<file path="src/rtl/elev_pkg.sv">
// Shared elevator constants: change_floor direction encodings, default floor
// limits and the building's stop floors.
package elev_pkg;

  typedef enum logic [1:0] {
    DIR_HOLD = 2'b00,
    DIR_DN   = 2'b01,
    DIR_UP   = 2'b10,
    DIR_ILL  = 2'b11
  } dir_e;

  localparam int FLOOR_MIN_DEF = 1;
  localparam int FLOOR_MAX_DEF = 8;

  localparam logic [3:0] STOP_FLOOR_0 = 4'd1;
  localparam logic [3:0] STOP_FLOOR_1 = 4'd3;
  localparam logic [3:0] STOP_FLOOR_2 = 4'd6;
  localparam logic [3:0] STOP_FLOOR_3 = 4'd8;

endpackage

</file>
<file path="src/rtl/seg7_decode.sv">
// Hex digit to active-low seven-segment pattern, bit order {dp,g,f,e,d,c,b,a}.
module seg7_decode (
  input  logic [3:0] hex_i,
  output logic [7:0] seg_o
);

  always_comb begin
    seg_o = 8'hFF;
    case (hex_i)
      4'h0: seg_o = 8'hC0;
      4'h1: seg_o = 8'hF9;
      4'h2: seg_o = 8'hA4;
      4'h3: seg_o = 8'hB0;
      4'h4: seg_o = 8'h99;
      4'h5: seg_o = 8'h92;
      4'h6: seg_o = 8'h82;
      4'h7: seg_o = 8'hF8;
      4'h8: seg_o = 8'h80;
      4'h9: seg_o = 8'h90;
      4'hA: seg_o = 8'h88;
      4'hB: seg_o = 8'h83;
      4'hC: seg_o = 8'hC6;
      4'hD: seg_o = 8'hA1;
      4'hE: seg_o = 8'h86;
      4'hF: seg_o = 8'h8E;
      default: seg_o = 8'hFF;
    endcase
  end

endmodule

</file>
<file path="src/rtl/floor_timer.sv">
// Elevator floor tracker with a one-second door countdown.
// Optional seven-segment scan outputs are built when FLOOR_TIMER_SEG_EN is defined.
module floor_timer
  import elev_pkg::*;
#(
  parameter int TICK_DIV  = 50_000_000,
  parameter int FLOOR_MIN = FLOOR_MIN_DEF,
  parameter int FLOOR_MAX = FLOOR_MAX_DEF
) (
  input  logic       clk,
  input  logic       rst,
  input  logic [1:0] change_floor,
  input  logic       start_cd,
  input  logic [3:0] seconds,
  output logic [3:0] floor,
  output logic [3:0] left,
  output logic       tick,
`ifdef FLOOR_TIMER_SEG_EN
  output logic [3:0] seg_an,
  output logic [7:0] seg_cat,
`endif
  output logic       range_err
);

  localparam int PW = (TICK_DIV > 1) ? $clog2(TICK_DIV) : 1;
  localparam logic [PW-1:0] PRESC_LAST = PW'(TICK_DIV - 1);

  dir_e          prevDir_q, prevDir_d;
  logic [3:0]    floor_q, floor_d;
  logic [3:0]    left_q, left_d;
  logic [PW-1:0] presc_q, presc_d;
  logic          tick_q, tick_d;
  logic          rangeErr_q, rangeErr_d;

  always_ff @(posedge clk) begin
    if (!rst) begin
      prevDir_q  <= DIR_HOLD;
      floor_q    <= 4'(FLOOR_MIN);
      left_q     <= 4'd0;
      presc_q    <= '0;
      tick_q     <= 1'b0;
      rangeErr_q <= 1'b0;
    end else begin
      prevDir_q  <= prevDir_d;
      floor_q    <= floor_d;
      left_q     <= left_d;
      presc_q    <= presc_d;
      tick_q     <= tick_d;
      rangeErr_q <= rangeErr_d;
    end
  end

  // Moves act only on the first cycle after a hold, so a held level moves once.
  always_comb begin
    prevDir_d  = dir_e'(change_floor);
    floor_d    = floor_q;
    rangeErr_d = rangeErr_q;
    if (prevDir_q == DIR_HOLD) begin
      case (dir_e'(change_floor))
        DIR_UP:  if (floor_q < 4'(FLOOR_MAX)) floor_d = floor_q + 4'd1;
                 else rangeErr_d = 1'b1;
        DIR_DN:  if (floor_q > 4'(FLOOR_MIN)) floor_d = floor_q - 4'd1;
                 else rangeErr_d = 1'b1;
        DIR_ILL: rangeErr_d = 1'b1;
        default: ;
      endcase
    end
  end

  // A load always beats a decrement landing in the same cycle.
  always_comb begin
    left_d  = left_q;
    presc_d = presc_q;
    tick_d  = 1'b0;
    if (start_cd) begin
      left_d  = seconds;
      presc_d = '0;
    end else if (left_q != 4'd0) begin
      if (presc_q == PRESC_LAST) begin
        presc_d = '0;
        left_d  = left_q - 4'd1;
        tick_d  = 1'b1;
      end else begin
        presc_d = presc_q + PW'(1);
      end
    end else begin
      presc_d = '0;
    end
  end

  assign floor     = floor_q;
  assign left      = left_q;
  assign tick      = tick_q;
  assign range_err = rangeErr_q;

`ifdef FLOOR_TIMER_SEG_EN
  // Each of the four digits is lit for 2^16 clocks in turn.
  logic [17:0] scanCnt_q, scanCnt_d;
  logic [1:0]  digit;
  logic [3:0]  hexVal;
  logic [7:0]  segPat;

  always_ff @(posedge clk) begin
    if (!rst) scanCnt_q <= '0;
    else      scanCnt_q <= scanCnt_d;
  end

  always_comb begin
    scanCnt_d = scanCnt_q + 18'd1;
  end

  assign digit  = scanCnt_q[17:16];
  assign hexVal = (digit == 2'd0) ? floor_q : left_q;

  seg7_decode uDecode (
    .hex_i (hexVal),
    .seg_o (segPat)
  );

  assign seg_an  = ~(4'b0001 << digit);
  assign seg_cat = digit[1] ? 8'hFF : segPat;
`endif

endmodule

</file>
<file path="config.mk">
export PLATFORM = sky130hd
export DESIGN_NAME = floor_timer
export DESIGN_NICKNAME = d
export VERILOG_FILES = /design/src/rtl/elev_pkg.sv /design/src/rtl/seg7_decode.sv /design/src/rtl/floor_timer.sv
export SDC_FILE = /design/constraint.sdc
export NUM_CORES = 1
export LEC_CHECK = 0
export ABC_AREA = 1
export BUFFER_PORTS_ARGS = -buffer_cell sky130_fd_sc_hd__buf_2
export CAP_MARGIN = 0
export CORE_MARGIN = 8
export CORE_UTILIZATION = 50
export CTS_CLUSTER_SIZE = 10
export DETAILED_ROUTE_END_ITERATION = 10
export PLACE_DENSITY = 0.69
export SLEW_MARGIN = 30
export SYNTH_ARGS = -nofsm -noshare
export SYNTH_HDL_FRONTEND = slang
export SYNTH_HIERARCHICAL = 1
export SYNTH_SLANG_ARGS = --single-unit
</file>
<file path="constraint.sdc">
create_clock -name clk -period 1.95 [get_ports clk]
set_input_delay 0 -clock clk [delete_from_list [all_inputs] [get_ports clk]]
set_output_delay 0 -clock clk [all_outputs]
set_load 0.01 [all_outputs]
</file>
== Yosys cells after proc, flatten, opt, wreduce, memory -nomap -nowiden ==
Cells that the tools add are included.
Storage, ports and cells
  register bits after elaboration: 38
  logic and storage cells: 43
  output and inout bits: 10
  input bits: 9
Operators by class
  muxes and demuxes: 10
  bitwise operators: 2
  equal/unequal tests: 8
  $add $sub $neg: 4
  magnitude comparators: 2
  reductions and logical operators: 11
Operators with widths (count)
  adder 26 x 1 -> 26 bit (second input constant): 1
  == test 26 bit (second input constant): 1
  two-way mux 4 bit: 5
  != test 2 bit (second input constant): 4
  one-hot mux 4 bit (2 select lines): 1
  AND reduction 4 bit: 2
  subtractor 4 x 1 -> 4 bit (second input constant): 2
  nonzero test 2 bit: 3
  adder 4 x 1 -> 4 bit (second input constant): 1
  == test 2 bit (second input constant): 2
  > comparator 4 x 1 -> 1 bit (second input constant): 1
  < comparator 4 bit (second input constant): 1
  nonzero test 4 bit: 1
  OR reduction 4 bit: 1
  two-way mux 1 bit: 3
  one-hot mux 1 bit (3 select lines): 1
  nonzero test 3 bit: 1
  OR reduction 3 bit: 1
  == test 2 x 1 -> 1 bit (second input constant): 1
  zero test 2 bit: 1
  NOT 1 bit: 2
  AND reduction 2 bit: 1

== Longest topological paths before layout ==
Gate-level depths: netlist of run 1.
  depth in word-level cells: 4
  mapped depth: 11
  mapped depth without buffers: 11

== Worst setup path after synthesis of run 1 ==
Ideal clock, no wire load.
  kind: reg2reg
  start point: register floor_q[0], in the netlist floor[0]
  end point: register floor_q[3], in the netlist floor[3]
  clock period less this slack: 1.482 ns
  setup slack: 0.468 ns
  data required time: 1.837 ns
  buffers on the path: 0
  library setup time: 0.113 ns
  data arrival time: 1.369 ns
  stages on the path, launching flop included: 11
  cells stage by stage: dfxtp_1 -> inv_1 -> ha_1 -> o21ai_0 -> nand2_1 -> nand2_1 -> nand2_2 -> inv_1 -> nand2_1 -> nor2_1 -> nor2_1
On the way
  longest elaborated chain between the ends: 3
  elaborated cells on any way between the ends: 10
  those cells by class: add/sub: 2; order compare: 2; eq/ne: 2; mux: 3; reduce/logical: 1
RTL lines
  from (decl): line floor_timer.sv:29  | logic [3:0] floor_q, floor_d;
  from (signal assigned): line floor_timer.sv:38  | floor_q <= 4'(FLOOR_MIN);
  from (signal assigned): line floor_timer.sv:45  | floor_q <= floor_d;
  subtractor 4 x 1 -> 4 bit (tied with other cells): line floor_timer.sv:62  | DIR_DN: if (floor_q > 4'(FLOOR_MIN)) floor_d = floor_q - 4'd1;
  two-way mux 4 bit (tied with other cells): line floor_timer.sv:62
  one-hot mux 4 bit (2 select lines) / AND reduction 4 bit (equally long branches)
Several ways; a longest one is shown, not always the timed one. The select of a mux whose other input is x is not followed.
A chain may end at the register's enable or synchronous reset.

== Worst setup path after layout of run 1 ==
Same ends and word-level chain as after synthesis.

==> out/qor.yml, run 1 <==
status: "complete, no violations"
core_um2: 4000
diodes: 0
ioPinCount: 19
ys_warn_count: 6
postSynthCellCount: 307
crit_path_end_kind: "register"
cts_tree: "done"
final_hold_viol_count: 0
grt_pass1_wl_mm: 7.62
cellLeakagePower_uw: 0.000944
worstSetupPathType: "register to register"
p_seq_share_pct: 53.5
dpl_worst_slack_ns: 0.401
synth.distinct_cells: 29
p_sw_uw: 379
clkTransAtPathRegs_ns: 0.08
start_util_pct: 52.2
post_cts_buffers: 0
finClkSkew_ns: 0.0105
drive_gt1_share_pct: 15.1
synthAdderAreaFrac_pct: 2.99
die_w_um: 80.6
routed_wl_mm: 4.29
routed-via-count: 1863
cts_resized: 0
finalCriticalPeriod_ns: 1.54
portBuffers: 18
drv_cap: 0
synth_top_family_by_area: "simple AND/OR/NAND/NOR gates"
routedWlPerCell_um: 11.2
layout.nets: 345
antenna_found_initial: 0
critical_path.max_fanout: 6
root_buffer: "clkbuf_8"
max_slew.worst_pin.slew_ns: 0.285
cts.sinks: 38
hold_slack_ns: 0.0365
synthMuxAreaShare_pct: 0
p_total_uw: 1520
max_freq_mhz: 651
grt_pass1_vias: 1781
crit_path_start_kind: "register"
synth_xor_area_share_pct: 5.03
grt.total_usage_pct: 14.7
rsz0062_at_grt: "no"
worstPathRequired_ns: 2.19
cts_buffer_depth: 2
p_int_uw: 1140
overflow: 0
synth_compound_area_share_pct: 6.95
combPwrFrac_pct: 9.2
ys_ff_latch: 38
syn_area_per_cell_um2: 6.81
first_pass_iters: 6
powerDensity_nw_per_um2: 650
drtAntennaViolNets: 0
gp_congestion: 0.860
drt_iter0_markers: 93
fp-row-count: 23
cts_buffers: 5
die_y_um: 80.6
setup_tns_ns: 0
vias_per_cell: 4.88
syn_nets: 321
hold_path.class: "primary input to register"
clock_power_share_pct: 37.3
worstSkewPairLatency_ns: 0.30
die_area_um2: 6500
slew_headroom_pct: 80.8
hpwlAfterDp_mm: 3.31
slew_violations: 0
finalCritPeriodShare_pct: 78.7
hold_buffers: 3
yosys.area_share.simple_pct: 39.2
ys_seq_area_share_pct: 36.4
fillers: 397
drc_errors: 0
syn2layout_area_growth_pct: 11.6
switching_share_pct: 25.0
whs_path_depth: 5
cts-htree-levels: 2
ir_drop_mv: 0.374
worstPathArrival_ns: 1.78
finalSetupViolations: 0
finalWorstSetupSlack_ns: 0.415
reg2regPathDepth: 11
synthesis.area_um2: 2090
grt_max_degree: 25
-- flip-flops by register name (all words and copies together), names as in the netlist --
signal,flops
left,4
presc_q,26
range_err,1
floor,4
tick,1
prevDir_q,2
-- cells in the mapped netlist (all sizes together) --
cell / count / area, um2
nor3b: 3 / 32.5
nor2: 54 / 218
nand3: 16 / 97.6
nand4: 4 / 25.0
inv: 44 / 165
o2111ai: 1 / 8.76
buf: 4 / 32.5
dfxtp: 38 / 761
or2: 2 / 12.5
a21oi: 17 / 88.8
xor2: 7 / 61.3
ha: 5 / 62.6
nand2: 84 / 333
o21ai: 8 / 40.0
o31ai: 1 / 7.51
nor3: 11 / 77.6
xnor2: 5 / 43.8
nand3b: 3 / 22.5
-- final timing paths --
| kind | startpoint | endpoint | slack (ns) |
|---|---|---|---|
| max | floor[0]$_SDFFE_PN1P_ | floor[3]$_SDFFE_PN0P_ | 0.41 |
| min reg2reg | presc_q[0]$_SDFF_PP0_ | presc_q[0]$_SDFF_PP0_ | 0.45 |
| min | seconds[1] | left[1]$_SDFFE_PN0P_ | 0.04 |
| max reg2reg | floor[0]$_SDFFE_PN1P_ | floor[3]$_SDFFE_PN0P_ | 0.41 |
-- power groups by stage --
stage               clock (uW)  sequential [uW]  combinational, uW
floorplan                    0              831               97.1
global placement             0              827                136
detailed placement           0              828                137
CTS                        581              810                142
global route               613              813                161
finish                     565              810                140
-- worst max-delay path, stage by stage, from the launching register on --
cell and delay, ns:
dfxtp_1 0.42, inv_1 0.10, ha_1 0.23, o21ai_0 0.16, nand2_1 0.09, nand2_1 0.07, nand2_2 0.07, inv_1 0.10
nand2_1 0.08, nand2_1 0.06, nand2_1 0.04, nor2_1 0.07
-- stage by stage --
stage	area, um2	cells	utilization, %
3_5_place_dp	2210	371	55.2
3_3_place_gp	2210	371	55.2
2_1_floorplan	2090	307	-
6_report	2330	382	58.3
4_1_cts	2330	382	58.3
5_1_grt	2330	382	58.3
-- metal layers --
| layer | part of all wire [%] | track usage (%) |
|---|---|---|
| met4 | 1.8 | 6.55 |
| met5 | 0 | 0 |
| met2 | 45 | 23.7 |
| met3 | 4.9 | 4.80 |
| met1 | 48 | 17.1 |
-- area by class of cell --
class | count | area [um2] | area share [%]
Clock buffer | 7 | 86.3 | 3.70
Timing Repair Buffer | 21 | 120 | 5.15
Sequential cell | 38 | 761 | 32.6
Multi-Input combinational cell | 221 | 1130 | 48.5
Tap cell | 50 | 62.6 | 2.68
Clock inverter | 1 | 5.00 | 0.215
Inverter | 44 | 165 | 7.09
-- cell families (layout without fill, tap and decap cells) --
logic type | after synthesis | after routing
AO/OA/AOI/OAI | 27 | 27
XOR/XNOR | 12 | 12
AND/OR/NAND/NOR | 177 | 177
adder cells (fa/ha/maj) | 5 | 5
buffers and inverters | 48 | 73
flip-flops | 38 | 38
-- layout by cell type, fill, tap and decap left out, drive strengths merged --
cell,count
a21oi,17
buf,18
clkbuf,7
clkinv,1
dfxtp,38
dlygate4sd3,3
ha,5
inv,44
nand2,84
nand3,16
nand3b,3
nand4,4
nor2,54
nor3,11
nor3b,3
o2111ai,1
o21ai,8
o31ai,1
or2,2
xnor2,5
xor2,7
Note: power is estimated with default switching activity, not from simulation.
==> run 2: changes to the inputs <==
Settings changed: PLACE_DENSITY 0.69 to 0.72.
Clock period 1.95 ns to 1.4 ns, I/O delays scaled along.
==> out/qor.yml, run 2 (synthesis gave the netlist of run 1 again) <==
status: "complete, no violations"
final_common_cell: "nand2_1"
largest_register_ffs: 26  # unchanged
drc_errors: 0  # unchanged
p_total_uw: 2200  # +45%
routedWlPerCell_um: 12.3  # +9.6%
die_y_um: 80.6  # unchanged
slew_headroom_pct: 81.8  # +0.98 points
dpl_worst_slack_ns: -0.0305  # -0.432 ns
routed_wl_mm: 5.04  # +18%
worstPathRequired_ns: 1.58  # -0.61 ns
die_w_um: 80.6  # unchanged
grt_pass1_wl_mm: 7.85  # +3.1%
cts.sinks: 38  # unchanged
final_core_util_pct: 67.8  # +9.5 points
crit_path_end_kind: "register"
start_util_pct: 52.2  # unchanged
diodes: 0  # unchanged
layout.nets: 373  # +8.1%
ioPinCount: 19  # unchanged
clkTransAtPathRegs_ns: 0.07  # about the same
r2r_setup_slack_ns: 0.02  # -0.40 ns
cts_tree: "done"
worstPathArrival_ns: 1.57  # -0.21 ns
syn2layout_area_growth_pct: 29.8
root_buffer: "clkbuf_8"
max_freq_mhz: 724  # +11%
final_hold_viol_count: 0  # unchanged
hold_slack_ns: 0.0333  # -0.00321 ns
finalSetupViolations: 0  # unchanged
cts_buffer_depth: 2  # unchanged
finalWorstSetupSlack_ns: 0.0184  # -0.396 ns
rsz0062_at_grt: "yes"
gp_congestion: 0.900  # +4.7%
antenna_found_initial: 0  # unchanged
critPathBufInv: 2  # unchanged
setup_tns_ns: 0  # unchanged
cp_top_family: "simple AND/OR/NAND/NOR gates"
layout.cells.most_common_list: "nand2_1, nor2_1, inv_1"
finalCritPeriodShare_pct: 98.7  # +20 points
powerDensity_nw_per_um2: 810  # +25%
worstSkewPairLatency_ns: 0.29  # about the same
hold_path.class: "primary input to register"
cts_buffers: 5  # unchanged
hpwlAfterDp_mm: 3.47  # +4.8%
portBuffers: 18  # unchanged
first_pass_iters: 4  # -2
finClkSkew_ns: 0.00807  # -0.00244 ns
core_um2: 4000  # unchanged
critical_path.max_fanout: 3  # -3
slew_violations: 0  # unchanged
drt_iter0_markers: 103  # +11%
cp_slowest_cell: "dfxtp_1"
cpPeakStageDelay_ns: 0.35  # -0.07 ns
grt.total_usage_pct: 15.1  # +0.41 points
ir_drop_mv: 0.681  # +82%
regMostFlops: "presc_q"
drtAntennaViolNets: 0  # unchanged
path_cells: "nand2_1 > nor2_1 > inv_1 > nor2_4 > nand2_4 > buf_4 > nand3_1 > a21oi_1"
crit_path_start_kind: "register"
routed-via-count: 2057  # +10%
max_slew.worst_pin.slew_ns: 0.272  # -0.0128 ns
cellLeakagePower_uw: 0.00109  # +16%
r2r_start: "presc_q[22]$_SDFF_PP0_"
overflow: 0  # unchanged
drv_cap: 0  # unchanged
drive_gt1_share_pct: 32.8  # +18 points
cts-htree-levels: 2  # unchanged
die_area_um2: 6500  # unchanged
grt_max_degree: 25  # unchanged
vias_per_cell: 5.02  # +2.9%
min_from: "seconds[1]"
worstSetupPathType: "register to register"
finalCriticalPeriod_ns: 1.38  # -0.154 ns
grt_pass1_vias: 1893  # +6.3%
critPathLaunch: "presc_q[22]$_SDFF_PP0_"
fp-row-count: 23  # unchanged
==> run 2: power by group <==
group	internal [uW]	switching, uW	leakage (uW)
clock network	397	381	0.0000482
registers	1110	17.8	0.000313
logic	135	159	0.000733
total	1640	558	0.00109
==> run 2: path summary, 6_finish.rpt <==
kind | end | cells after the start
max reg2reg | presc_q[11]$_SDFF_PP0_ | 8
max | presc_q[11]$_SDFF_PP0_ | 8
min reg2reg | range_err$_SDFFE_PN0P_ | 2
min | left[1]$_SDFFE_PN0P_ | 5
==> run 2: repair_timing <==
action,in CTS,in global routing
gates resized for setup,2,50
cloned,0,1
setup buffers,0,5
hold buffers,3,0
pin swaps,0,17
endpoints found under the hold margin,3,0
endpoints found under the setup margin,10,33
==> run 2: cell type report <==
cell class | count | area [um2]
clock buffer | 7 | 86.3
clock inverter | 1 | 5.00
fill | 332 | 1290
inverter | 44 | 170
multi-input combinational | 222 | 1290
sequential | 38 | 774
tap | 50 | 62.6
timing repair buffer | 48 | 323
==> run 2: worst register-to-register path: stages, from the launching register on <==
cell     delay, ns
dfxtp_1       0.35
nand2_1       0.09
nor2_1        0.20
inv_1         0.12
nor2_4        0.13
nand2_4       0.11
buf_4         0.16
nand3_1       0.07
a21oi_1       0.04
==> run 2: through the flow <==
stage | cells | cell area (um2)
final | 410 | 2710
after global routing | 410 | 2710
after CTS | 404 | 2510
after detailed placement | 393 | 2380
after global placement | 393 | 2380
after floorplan | 307 | 2090
==> run 2: layer usage <==
layer / vias up / routed length, um / global-route usage (%)
li1: 1064 / - / -
met1: 928 / 2240 / 17.5
met2: 51 / 2390 / 24.9
met3: 14 / 285 / 4.58
met4: 0 / 125 / 6.55
met5: - / 0 / 0
==> run 3: changes to the inputs <==
Settings changed: PLACE_DENSITY 0.72 to 0.69.
Clock period 1.4 ns to 1.5 ns, I/O delays scaled along.
==> out/qor.yml, run 3 (synthesis gave the netlist of run 1 again) <==
fillers: 387  # +17%
final_common_cell: "nand2_1"
finalNonFillerCells: 388  # -5.4%
largest_register_ffs: 26  # unchanged
max_freq_mhz: 707  # -2.3%
worstSetupPathType: "register to register"
cts_tree: "done"
slew_headroom_pct: 81.3  # -0.55 points
drive_gt1_share_pct: 20.4  # -12 points
fp-row-count: 23  # unchanged
max_slew.worst_pin.slew_ns: 0.279  # +0.00637 ns
routed_wl_mm: 4.38  # -13%
grt_max_degree: 25  # unchanged
dpl_worst_slack_ns: 0.0364  # +0.0669 ns
cellLeakagePower_uw: 0.000976  # -11%
regMostFlops: "presc_q"
finalCriticalPeriod_ns: 1.41  # +0.0326 ns
worstPathArrival_ns: 1.65  # +0.08 ns
place_area_um2: 2270  # -4.5%
ir_drop_mv: 0.505  # -26%
status: "complete, no violations"
portBuffers: 18  # unchanged
finClkSkew_ns: 0.00600  # -0.00207 ns
stdcell_area_um2: 2440  # -10%
drv_cap: 0  # unchanged
layout.cells.most_common_list: "nand2_1, nor2_1, inv_1"
grt_pass1_wl_mm: 7.75  # -1.3%
syn2layout_area_growth_pct: 16.6
critical_path.max_fanout: 5  # +2
drt_iter0_markers: 78  # -24%
final_hold_viol_count: 0  # unchanged
cts-htree-levels: 2  # unchanged
worstSkewPairLatency_ns: 0.29  # about the same
layout.nets: 353  # -5.4%
cpPeakStageDelay_ns: 0.31  # -0.04 ns
clkTransAtPathRegs_ns: 0.07  # about the same
cts_buffers: 5  # unchanged
cpMostUsedCell: "nand2_1"
diodes: 0  # unchanged
finalCritPeriodShare_pct: 94.3  # -4.4 points
crit_path_end_kind: "register"
routedWlPerCell_um: 11.3  # -8.2%
final_core_util_pct: 60.9  # -6.9 points
finalWorstSetupSlack_ns: 0.0858  # +0.0674 ns
combPwrFrac_pct: 10.7  # -2.7 points
p_sw_uw: 485  # -13%
first_pass_iters: 4  # unchanged
path_cells: "buf_4 > ha_1 > o21ai_2 > nand2_1 > nand2_1 > nand2_2 > inv_2 > nand2_1 > nand2_1 > nand2_1 > nor2_1"
drc_errors: 0  # unchanged
setup_tns_ns: 0  # unchanged
hpwlAfterDp_mm: 3.40  # -2.1%
die_y_um: 80.6  # unchanged
die_area_um2: 6500  # unchanged
ioPinCount: 19  # unchanged
start_util_pct: 52.2  # unchanged
routed-via-count: 1942  # -5.6%
cts.sinks: 38  # unchanged
drtAntennaViolNets: 0  # unchanged
cts_buffer_depth: 2  # unchanged
vias_per_cell: 5.01  # -0.24%
overflow: 0  # unchanged
p_int_uw: 1480  # -9.9%
switching_share_pct: 24.7  # -0.66 points
die_w_um: 80.6  # unchanged
gp_congestion: 0.856  # -4.9%
p_seq_share_pct: 53.4  # +2.2 points
core_um2: 4000  # unchanged
clock_power_share_pct: 35.9  # +0.5 points
antenna_found_initial: 0  # unchanged
worstPathRequired_ns: 1.73  # +0.15 ns
cp_slowest_cell: "dfxtp_1"
powerDensity_nw_per_um2: 805  # -0.67%
placedCellCount: 379  # -3.6%
crit_path_start_kind: "register"
grt_pass1_vias: 1813  # -4.2%
slew_violations: 0  # unchanged
rsz0062_at_grt: "yes"
hold_path.class: "primary input to register"
grt.total_usage_pct: 14.9  # -0.21 points
finalSetupViolations: 0  # unchanged
root_buffer: "clkbuf_8"
[run 3: cell count changes in the layout (fill, tap and decap cells not counted), moves of 4 or more]
cell and change:
buf_4 -19, dfxtp_1 +7, dfxtp_2 -7, nand2_1 +5
inv_1 +4, nand2_2 -4, nor2_1 +4, nor2_2 -4
[run 3: layer usage]
metal	share of wire, %	wire length (um)	vias up	track usage [%]
li1	-	-	1019	-
met1	48	2090	866	17.2
met2	45	1990	46	24.2
met3	4.6	203	11	4.35
met4	2.3	99	0	7.45
met5	0	0	-	0
[run 3: final cells by class]
class,instances,area [um2],area share (%)
Inverter,44,165,6.78
Clock buffer,6,82.6,3.39
Sequential cell,38,766,31.4
Tap cell,50,62.6,2.57
Multi-Input combinational cell,221,1180,48.5
Timing Repair Buffer,29,180,7.39
[run 3: power groups by stage]
stage	clock [uW]	combinational, uW	sequential, uW
floorplan	0	126	1080
global placement	0	196	1070
detailed placement	0	197	1070
CTS	729	204	1050
global route	763	240	1050
finish	704	210	1050
[run 3: per-stage QoR]
stage / power, uW / hold slack (ns)
3_5_place_dp: 1270 / 0.244
6_report: 1960 / 0.0363
4_1_cts: 1980 / 0.0308
5_1_grt: 2050 / 0.0737
3_3_place_gp: 1260 / 0.238
2_1_floorplan: 1210 / 0.0935
[run 3: worst max-delay path, delay by kind of cell, from the launching register on]
| kind | cells | cell delay, ns |
|---|---|---|
| DFF | 1 | 0.31 |
| AOI/OAI and AO/OA | 1 | 0.12 |
| and+or+nand+nor | 7 | 0.50 |
| adders and majority gates | 1 | 0.20 |
| buffers and inverters | 2 | 0.22 |
[run 3: timing repair]
action / 4_1_cts / 5_1_grt
hold endpoints to repair: 3 / 0
hold buffers: 3 / 0
setup endpoints to repair: 0 / 33
gates resized for setup: 0 / 19
buffers inserted: 0 / 0
[run 3: final timing paths]
| path | slack [ns] | from | depth (start not counted) | to |
|---|---|---|---|---|
| worst max-delay path | 0.09 | floor[0]$_SDFFE_PN1P_ | 11 | floor[3]$_SDFFE_PN0P_ |
| worst min-delay path | 0.04 | seconds[1] | 5 | left[1]$_SDFFE_PN0P_ |
| worst max register to register | 0.09 | floor[0]$_SDFFE_PN1P_ | 11 | floor[3]$_SDFFE_PN0P_ |
| worst min register to register | 0.43 | presc_q[0]$_SDFF_PP0_ | 1 | presc_q[0]$_SDFF_PP0_ |
